**config.mk**
```make
export PLATFORM = sky130hd
export DESIGN_NAME = traffic_ctrl_multi
export DESIGN_NICKNAME = d
export VERILOG_FILES = /design/src/rtl/traffic_pkg.sv /design/src/rtl/traffic_timer.sv /design/src/rtl/traffic_ctrl_multi.sv
export SDC_FILE = /design/constraint.sdc
export NUM_CORES = 1
export LEC_CHECK = 0
export BUFFER_PORTS_ARGS = -buffer_cell sky130_fd_sc_hd__buf_2
export CAP_MARGIN = 25
export CORE_ASPECT_RATIO = 0.8
export CORE_MARGIN = 4
export CORE_UTILIZATION = 29
export CTS_CLUSTER_DIAMETER = 150
export DETAILED_ROUTE_END_ITERATION = 10
export GPL_TIMING_DRIVEN = 0
export MAX_ROUTING_LAYER = met4
export SETUP_SLACK_MARGIN = 0.05
export SLEW_MARGIN = 10
export SYNTH_ARGS = -nofsm -noshare
export SYNTH_HDL_FRONTEND = slang
export SYNTH_SLANG_ARGS = --single-unit
```
**constraint.sdc**
```tcl
create_clock -name clock -period 3.4 [get_ports clock]
set_input_delay 0.51 -clock clock [delete_from_list [all_inputs] [get_ports clock]]
set_output_delay 0.51 -clock clock [all_outputs]
set_load 0.005 [all_outputs]
```
**src/rtl/traffic_pkg.sv**
```systemverilog
// Shared encodings for the multi-approach intersection controller:
// phase codes, lamp codes and the IDLE flash half-period.
package traffic_pkg;

  typedef enum logic [2:0] {
    IDLE   = 3'd0,
    GREEN  = 3'd1,
    YELLOW = 3'd2,
    ALLRED = 3'd3,
    WALK   = 3'd4
  } state_t;

  localparam logic [1:0] LAMP_OFF    = 2'b00;
  localparam logic [1:0] LAMP_GREEN  = 2'b01;
  localparam logic [1:0] LAMP_YELLOW = 2'b10;
  localparam logic [1:0] LAMP_RED    = 2'b11;

  localparam int FLASH_T = 4;

endpackage

```
**src/rtl/traffic_timer.sv**
```systemverilog
// Loadable CNT_W-bit phase down-counter; load wins over dec, zero flags count==0.
module traffic_timer #(
  parameter int CNT_W = 8
) (
  input  logic             clock,
  input  logic             rst,
  input  logic             load,
  input  logic [CNT_W-1:0] load_val,
  input  logic             dec,
  output logic [CNT_W-1:0] count,
  output logic             zero
);

  logic [CNT_W-1:0] r_cnt;

  always_ff @(posedge clock) begin
    if (!rst)      r_cnt <= '0;
    else if (load) r_cnt <= load_val;
    else if (dec)  r_cnt <= r_cnt - CNT_W'(1);
  end

  assign count = r_cnt;
  assign zero  = (r_cnt == '0);

endmodule

```
**src/rtl/traffic_ctrl_multi.sv**
```systemverilog
// Multi-approach intersection controller: GREEN/YELLOW/ALLRED rotation with an
// end-of-rotation WALK phase. Optional IDLE yellow flash under TRAFFIC_FLASH_EN.
module traffic_ctrl_multi
  import traffic_pkg::*;
#(
  parameter int NUM_DIR  = 2,
  parameter int CNT_W    = 8,
  parameter int GREEN_T  = 8,
  parameter int YELLOW_T = 3,
  parameter int ALLRED_T = 2,
  parameter int WALK_T   = 5,
  localparam int DIR_W   = (NUM_DIR > 1) ? $clog2(NUM_DIR) : 1
) (
  input  logic                 clock,
  input  logic                 rst,
  input  logic                 en,
  input  logic                 ped_req,
  output logic [2:0]           state,
  output logic [DIR_W-1:0]     active_dir,
  output logic [2*NUM_DIR-1:0] light,
  output logic                 walk,
  output logic                 ped_ack,
  output logic [CNT_W-1:0]     timer
);

  localparam logic [CNT_W-1:0] G_LD   = CNT_W'(GREEN_T - 1);
  localparam logic [CNT_W-1:0] Y_LD   = CNT_W'(YELLOW_T - 1);
  localparam logic [CNT_W-1:0] A_LD   = CNT_W'(ALLRED_T - 1);
  localparam logic [CNT_W-1:0] W_LD   = CNT_W'(WALK_T - 1);
  localparam logic [DIR_W-1:0] LAST_D = DIR_W'(NUM_DIR - 1);

  state_t           r_state, w_nxt;
  logic [DIR_W-1:0] r_dir, w_nxt_dir;
  logic             r_pend, r_ack;
  logic             w_load, w_dec, w_zero, w_walk_entry;
  logic [CNT_W-1:0] w_ld_val, w_count;
  logic [2*NUM_DIR-1:0] w_light;

  traffic_timer #(.CNT_W(CNT_W)) u_timer (
    .clock    (clock),
    .rst      (rst),
    .load     (w_load),
    .load_val (w_ld_val),
    .dec      (w_dec),
    .count    (w_count),
    .zero     (w_zero)
  );

  always_ff @(posedge clock) begin
    if (!rst) begin
      r_state <= IDLE;
      r_dir   <= '0;
    end else begin
      r_state <= w_nxt;
      r_dir   <= w_nxt_dir;
    end
  end

  // Each phase reloads the timer on entry and exits on the cycle it reads zero.
  always_comb begin
    w_nxt     = r_state;
    w_nxt_dir = r_dir;
    w_load    = 1'b0;
    w_ld_val  = '0;
    w_dec     = 1'b0;
    if (!en) begin
      w_nxt     = IDLE;
      w_nxt_dir = '0;
      w_load    = 1'b1;
    end else begin
      case (r_state)
        IDLE: begin
          w_nxt     = GREEN;
          w_nxt_dir = '0;
          w_load    = 1'b1;
          w_ld_val  = G_LD;
        end
        GREEN: begin
          if (w_zero) begin
            w_nxt    = YELLOW;
            w_load   = 1'b1;
            w_ld_val = Y_LD;
          end else w_dec = 1'b1;
        end
        YELLOW: begin
          if (w_zero) begin
            w_nxt    = ALLRED;
            w_load   = 1'b1;
            w_ld_val = A_LD;
          end else w_dec = 1'b1;
        end
        ALLRED: begin
          if (w_zero) begin
            w_load = 1'b1;
            if (r_dir != LAST_D) begin
              w_nxt     = GREEN;
              w_nxt_dir = r_dir + DIR_W'(1);
              w_ld_val  = G_LD;
            end else if (r_pend || ped_req) begin
              w_nxt    = WALK;
              w_ld_val = W_LD;
            end else begin
              w_nxt     = GREEN;
              w_nxt_dir = '0;
              w_ld_val  = G_LD;
            end
          end else w_dec = 1'b1;
        end
        WALK: begin
          if (w_zero) begin
            w_nxt     = GREEN;
            w_nxt_dir = '0;
            w_load    = 1'b1;
            w_ld_val  = G_LD;
          end else w_dec = 1'b1;
        end
        default: begin
          w_nxt     = IDLE;
          w_nxt_dir = '0;
          w_load    = 1'b1;
        end
      endcase
    end
  end

  assign w_walk_entry = (w_nxt == WALK) && (r_state != WALK);

  // Entering WALK consumes the request, even one arriving in that same cycle.
  always_ff @(posedge clock) begin
    if (!rst || !en) begin
      r_pend <= 1'b0;
      r_ack  <= 1'b0;
    end else begin
      r_ack <= w_walk_entry;
      if (w_walk_entry)                  r_pend <= 1'b0;
      else if (ped_req && r_state != WALK) r_pend <= 1'b1;
    end
  end

`ifdef TRAFFIC_FLASH_EN
  localparam int FL_W = $clog2(2 * FLASH_T);
  logic [FL_W-1:0] r_flash;

  always_ff @(posedge clock) begin
    if (!rst || (w_nxt == IDLE && r_state != IDLE)) r_flash <= '0;
    else if (r_flash == FL_W'(2 * FLASH_T - 1))     r_flash <= '0;
    else                                            r_flash <= r_flash + FL_W'(1);
  end
`endif

  always_comb begin
    w_light = '0;
    for (int k = 0; k < NUM_DIR; k++) begin
      case (r_state)
`ifdef TRAFFIC_FLASH_EN
        IDLE:   w_light[2*k +: 2] = (r_flash < FL_W'(FLASH_T)) ? LAMP_YELLOW : LAMP_OFF;
`endif
        GREEN:  w_light[2*k +: 2] = (r_dir == DIR_W'(k)) ? LAMP_GREEN : LAMP_RED;
        YELLOW: w_light[2*k +: 2] = (r_dir == DIR_W'(k)) ? LAMP_YELLOW : LAMP_RED;
        ALLRED, WALK: w_light[2*k +: 2] = LAMP_RED;
        default: w_light[2*k +: 2] = LAMP_OFF;
      endcase
    end
  end

  assign state      = r_state;
  assign active_dir = r_dir;
  assign light      = w_light;
  assign walk       = (r_state == WALK);
  assign ped_ack    = r_ack;
  assign timer      = w_count;

endmodule

```
==> results of run 1 <==
==> final timing paths <==
kind	endpoint	depth (start not counted)	startpoint
worst max-delay path	light[3]	4	state[2]
worst min register to register	u_timer.count[3]	2	u_timer.count[3]
worst min-delay path	u_timer.count[3]	2	u_timer.count[3]
worst max register to register	r_pend	6	u_timer.count[0]
==> sequential cells by signal, summed over array words and instances, names as in the netlist <==
name	cells
active_dir	1
r_pend	1
state	3
ped_ack	1
u_timer.count	8
==> power breakdown <==
part           internal, mW  switching (mW)
Sequential            0.170         0.00896
Clock                0.0652          0.0554
Combinational        0.0359          0.0459
Total                 0.271           0.110
==> layout by cell type (no fill, tap or decap), types with 2 or more instances in the layout <==
cell type  Yosys  layout
xnor2_1        2       2
a21oi_1        9       9
nor3b_2        2       2
inv_1          5       5
nor3_1         3       3
nand3_1        2       2
xor2_1         5       5
a31oi_1        3       3
dfxtp_1       14      14
buf_2          0      21
o21ai_0        5       5
o31ai_1        2       2
clkbuf_1       3       3
o221ai_1       2       2
clkbuf_4       0       3
nand2_1       10      10
ha_1           2       2
nor2_1        11      11
==> stage by stage <==
step | cell area [um^2] | hold slack, ns | setup slack (ns) | utilization [%] | cells
after floorplan | 791 | 0.528 | 1.66 | - | 96
after global placement | 941 | 0.530 | 1.53 | 37.3 | 153
after detailed placement | 941 | 0.539 | 1.48 | 37.3 | 153
after CTS | 977 | 0.552 | 1.37 | 38.7 | 157
after global routing | 977 | 0.589 | 1.18 | 38.7 | 157
final | 977 | 0.548 | 1.39 | 38.7 | 157
==> cell type report <==
cell class	count	area, um^2	share of cell area (%)
multi-input combinational	73	477	48.8
sequential	14	280	28.7
timing repair buffer	21	105	10.8
tap	36	45.0	4.61
clock buffer	4	36.3	3.71
inverter	5	18.8	1.92
buffer	4	15.0	1.54
==> metal layers <==
| layer | up-vias | wire length, um | GRT usage [%] |
|---|---|---|---|
| met1 | 346 | 908 | 16.2 |
| li1 | 393 | - | - |
| met3 | 2 | 132 | 4.72 |
| met4 | 0 | 10 | 3.04 |
| met5 | - | 0 | - |
| met2 | 24 | 799 | 19.1 |
==> kinds of logic after synthesis <==
kind of cell	after synthesis	share of synthesized area [%]
AND/OR/NAND/NOR	36	26.3
AO/OA/AOI/OAI	27	21.8
flip-flops	14	35.4
buffers and inverters	9	4.27
XOR/XNOR	7	7.75
adder cells (fa/ha/maj)	2	3.16
multiplexers	1	1.27
==> worst reg2reg max path, delay by kind of cell (launching register included) <==
family | cells | cell delay, ns
AND/OR/NAND/NOR | 4 | 1.20
flip-flops | 1 | 0.37
adder cells (fa/ha/maj) | 1 | 0.14
buffers and inverters | 1 | 0.10
==> impl_metrics.ini, run 1 <==
[timing]
drv_slew = 0
min_period_ns = 2.01
clock.fmax_ghz = 0.499
rsz0062_at_grt = no
final.setup_skew_ns = 0.00218
finalSetupTns_ns = 0
period_share_pct = 59.0
maxSlewHeadroom_pct = 57.2
finalHoldViolations = 0
worstMarginPinSlew_ns = 0.642
setup_viol = 0

[run_status]
outcome = completed

[clock_tree]
clock_path_buffers = 2
clkLatencyLatePin_ns = 0.28
clock_sinks = 14
cts_setup_buffers = 0
cts_tree = yes
hold_buffers = 0
cts_made_buffers = 3
clk_pin_slew_ns = 0.09
cts.repair.resized = 0
h-tree-depth = 1
root_buffer = clkbuf_4

[power]
p_leak_nw = 0.440
power_density_mw_per_mm2 = 391
p_total_uw = 382
ir_worst_vdd_mv = 0.156

[setup_path]
cp_max_fo = 10
rrSetupSlack_ns = 1.48
cpMostUsedCell = clkbuf_1
cpPeakStageDelay_ns = 0.35
cp.arrival_ns = 1.50
cp_top_family = buffers and inverters
cp-end-kind = output pin
worst-setup-path-type = register to output pin
slowest_stage = clkbuf_1
crit_buf_inv = 3
crit_path_cell_trace = clkbuf_1 -> clkbuf_1 -> o21ai_0 -> buf_2
critPathLaunchType = register
crit_required_ns = 2.89

[routing]
num_vias = 765
drtPass1Iterations = 4
drt_first_iter_violations = 24
drt-total-wl_mm = 1.85
drc = 0
ant_nets = 0
wl_per_cell_um = 11.8
post_drt_via_cell_ratio = 4.87

[floorplanning]
die_w_um = 66.4
io_pins = 22
rows = 16
initial_utilization_pct = 31.3
die_area_mm2 = 0.00363
dieHeight_um = 54.7
core-area_mm2 = 0.00252

[synthesis]
synth_top_cell_by_area = dfxtp_1
yosys-top-cells-area = dfxtp_1 (35%), a21oi_1 (5.7%), xor2_1 (5.5%)
syn_area_um2 = 791
synth_ff_type = dfxtp_1
syn-instance-count = 96
synth_nets = 102
synth_async_sr_flop_share_pct = 0
synth-seq-cells = 14
yosysMostFrequentCell = dfxtp_1
syn_avg_cell_area_um2 = 8.24
synth.distinct_cells = 32
yosysTopAreaCellShare_pct = 35.4
synth_common_cells = dfxtp_1 (14), nor2_1 (11), nand2_1 (10), a21oi_1 (9)
synth_warnings = 0
synth_edf_count = 0
synth-seq-area-share_pct = 35.4

[finish]
drive_above_1_share_pct = 28.1
nFillCells = 272
n_antenna_cell = 0
nets = 128
syn_to_final_growth_pct = 23.6

[placed_design]
io_buffers = 21
routabilityCongestion = 0.829
dpl.hpwl_mm = 1.43

[global_routing]
grt_max_degree = 11
grt_pass1_vias = 756
gr-total-overflow = 0
grt_pass1_wl_mm = 3.35
grtUsageTotal_pct = 12.7
grt_antenna_before_repair = 0

[run]
drv_cap = 0

[min_path]
hp-class = register to register
Power figures use the tool's default switching activity.
==> inputs of run 2 (changes only) <==
==> constraint.sdc (replaced) <==
create_clock -name clock -period 2 [get_ports clock]
set_input_delay 0.3 -clock clock [delete_from_list [all_inputs] [get_ports clock]]
set_output_delay 0.3 -clock clock [all_outputs]
set_load 0.005 [all_outputs]
==> run 2 against run 1 <==
  * First-iteration DRC count down 29%
  * Wire length is 0.16% higher
  * Sequential power grew 70%
  * Combinational power grew 75%
  * Largest power group unchanged
==> impl_metrics.ini, run 2 (same netlist as run 1, synthesis figures left out) <==
[routing]
drt-total-wl_mm = 1.85
ant_nets = 0
post_drt_via_cell_ratio = 4.85
num_vias = 762
drt_first_iter_violations = 17
drc = 0
wl_per_cell_um = 11.8
drtPass1Iterations = 4

[floorplanning]
io_pins = 22
die_w_um = 66.4
die_area_mm2 = 0.00363
core-area_mm2 = 0.00252
initial_utilization_pct = 31.3
rows = 16
dieHeight_um = 54.7

[setup_path]
critPathLaunchType = register
reg2regPathDepth = 6
worst-setup-path-type = register to register
cp-end-kind = register
crit_required_ns = 2.17
worstReg2RegStart = u_timer.count[0]
timing.rr.end = r_pend
cp_max_fo = 6
rrSetupSlack_ns = 0.14
cp.arrival_ns = 2.03

[finish]
n_antenna_cell = 0
syn_to_final_growth_pct = 24.7
finalNonFillerCells = 157
final_cell_mix = buf_2 (21), dfxtp_1 (14), nor2_1 (11)
final_area_um2 = 986
largest_reg_flops = 8
final_common_cell = buf_2
nets = 128
drive_above_1_share_pct = 29.8

[run_status]
outcome = completed

[timing]
maxSlewHeadroom_pct = 57.0
final.setup_skew_ns = 0.00199
period_share_pct = 93.0
clock.fmax_ghz = 0.538
finalHoldViolations = 0
rsz0062_at_grt = yes
holdWs_ns = 0.384
finalSetupTns_ns = 0
min_period_ns = 1.86
drv_slew = 0
setup_viol = 0
worstMarginPinSlew_ns = 0.644

[global_routing]
grt_antenna_before_repair = 0
grt_pass1_vias = 756
gr-total-overflow = 0
grt_pass1_wl_mm = 3.35
grt_max_degree = 11
grtUsageTotal_pct = 12.7

[clock_tree]
clk_pin_slew_ns = 0.09
cts_made_buffers = 3
h-tree-depth = 1
root_buffer = clkbuf_4
clkLatencyLatePin_ns = 0.28
clock_sinks = 14
cts_setup_buffers = 0
clock_path_buffers = 2
cts_tree = yes

[placed_design]
dpl.hpwl_mm = 1.43
routabilityCongestion = 0.829
dpl-instance-area_um2 = 941
placed_cells = 153
io_buffers = 21

[power]
seqPwrFrac_pct = 46.7
power_density_mw_per_mm2 = 663
p_clk_share_pct = 31.5
ir_worst_vdd_mv = 0.266
power_frac_comb_pct = 21.9
p_sw_uw = 189
p_leak_nw = 0.448
p_int_uw = 465
p_sw_share_pct = 28.9

[run]
drv_cap = 0

[min_path]
min_to = r_pend
hold_path_depth = 3
min-delay-start = ped_req
hp-class = input pin to register
run 2: changes by cell type in the layout (fill, tap and decap cells not counted), sizes merged:
cell	change
clkbuf	+1
buf	-1
run 2: how the worst max path moves through the flow:
stage / startpoint / endpoint / slack, ns / cells past startpoint
2_1_floorplan: u_timer.count[0] / r_pend / 0.26 / 6
3_3_place_gp: u_timer.count[0] / r_pend / 0.13 / 6
3_5_place_dp: u_timer.count[0] / r_pend / 0.08 / 6
4_1_cts: u_timer.count[0] / r_pend / 0.07 / 6
5_1_grt: u_timer.count[0] / r_pend / 0.04 / 6
6_report: u_timer.count[0] / r_pend / 0.14 / 6
run 2: layer usage:
metal  up-vias  track usage, %  part of all wire [%]
met2        18            19.1                    43
met4         0            3.04                  0.54
met3         2            4.72                   5.7
met1       350            16.2                    51
li1        392               -                     -
met5         -               -                     0
run 2: final cells by class:
cell class | instances | area [um^2]
multi-input cells | 73 | 483
fillers | 269 | 1540
flip-flops and latches | 14 | 280
plain buffers | 4 | 17.5
clock buffers | 4 | 36.3
inverters | 5 | 18.8
repair buffers | 21 | 105
well taps | 36 | 45.0
run 2: repair_timing:
action | CTS | global route
hold buffers | 0 | 0
setup endpoints to repair | 0 | 7
gates resized for setup | 0 | 4
run 2: per-stage QoR:
stage	power (mW)	worst slack (ns)	util, %
6_report	0.653	0.140	39.1
5_1_grt	0.701	0.0362	39.1
4_1_cts	0.662	0.0704	38.7
3_5_place_dp	0.451	0.0831	37.3
3_3_place_gp	0.449	0.132	37.3
2_1_floorplan	0.411	0.256	-
run 2: critical path, stage by stage, from the launching register on:
cell and delay [ns]:
dfxtp_1 0.37, inv_1 0.10, ha_1 0.15, nor3b_4 0.31, nand2_4 0.11, or4_4 0.55, nor3b_2 0.17
run 2: power groups by stage:
stage | clock (mW) | combinational (mW) | sequential, mW
6_report | 0.206 | 0.143 | 0.305
3_3_place_gp | 0 | 0.139 | 0.310
2_1_floorplan | 0 | 0.102 | 0.310
4_1_cts | 0.216 | 0.140 | 0.305
3_5_place_dp | 0 | 0.140 | 0.311
5_1_grt | 0.229 | 0.164 | 0.308
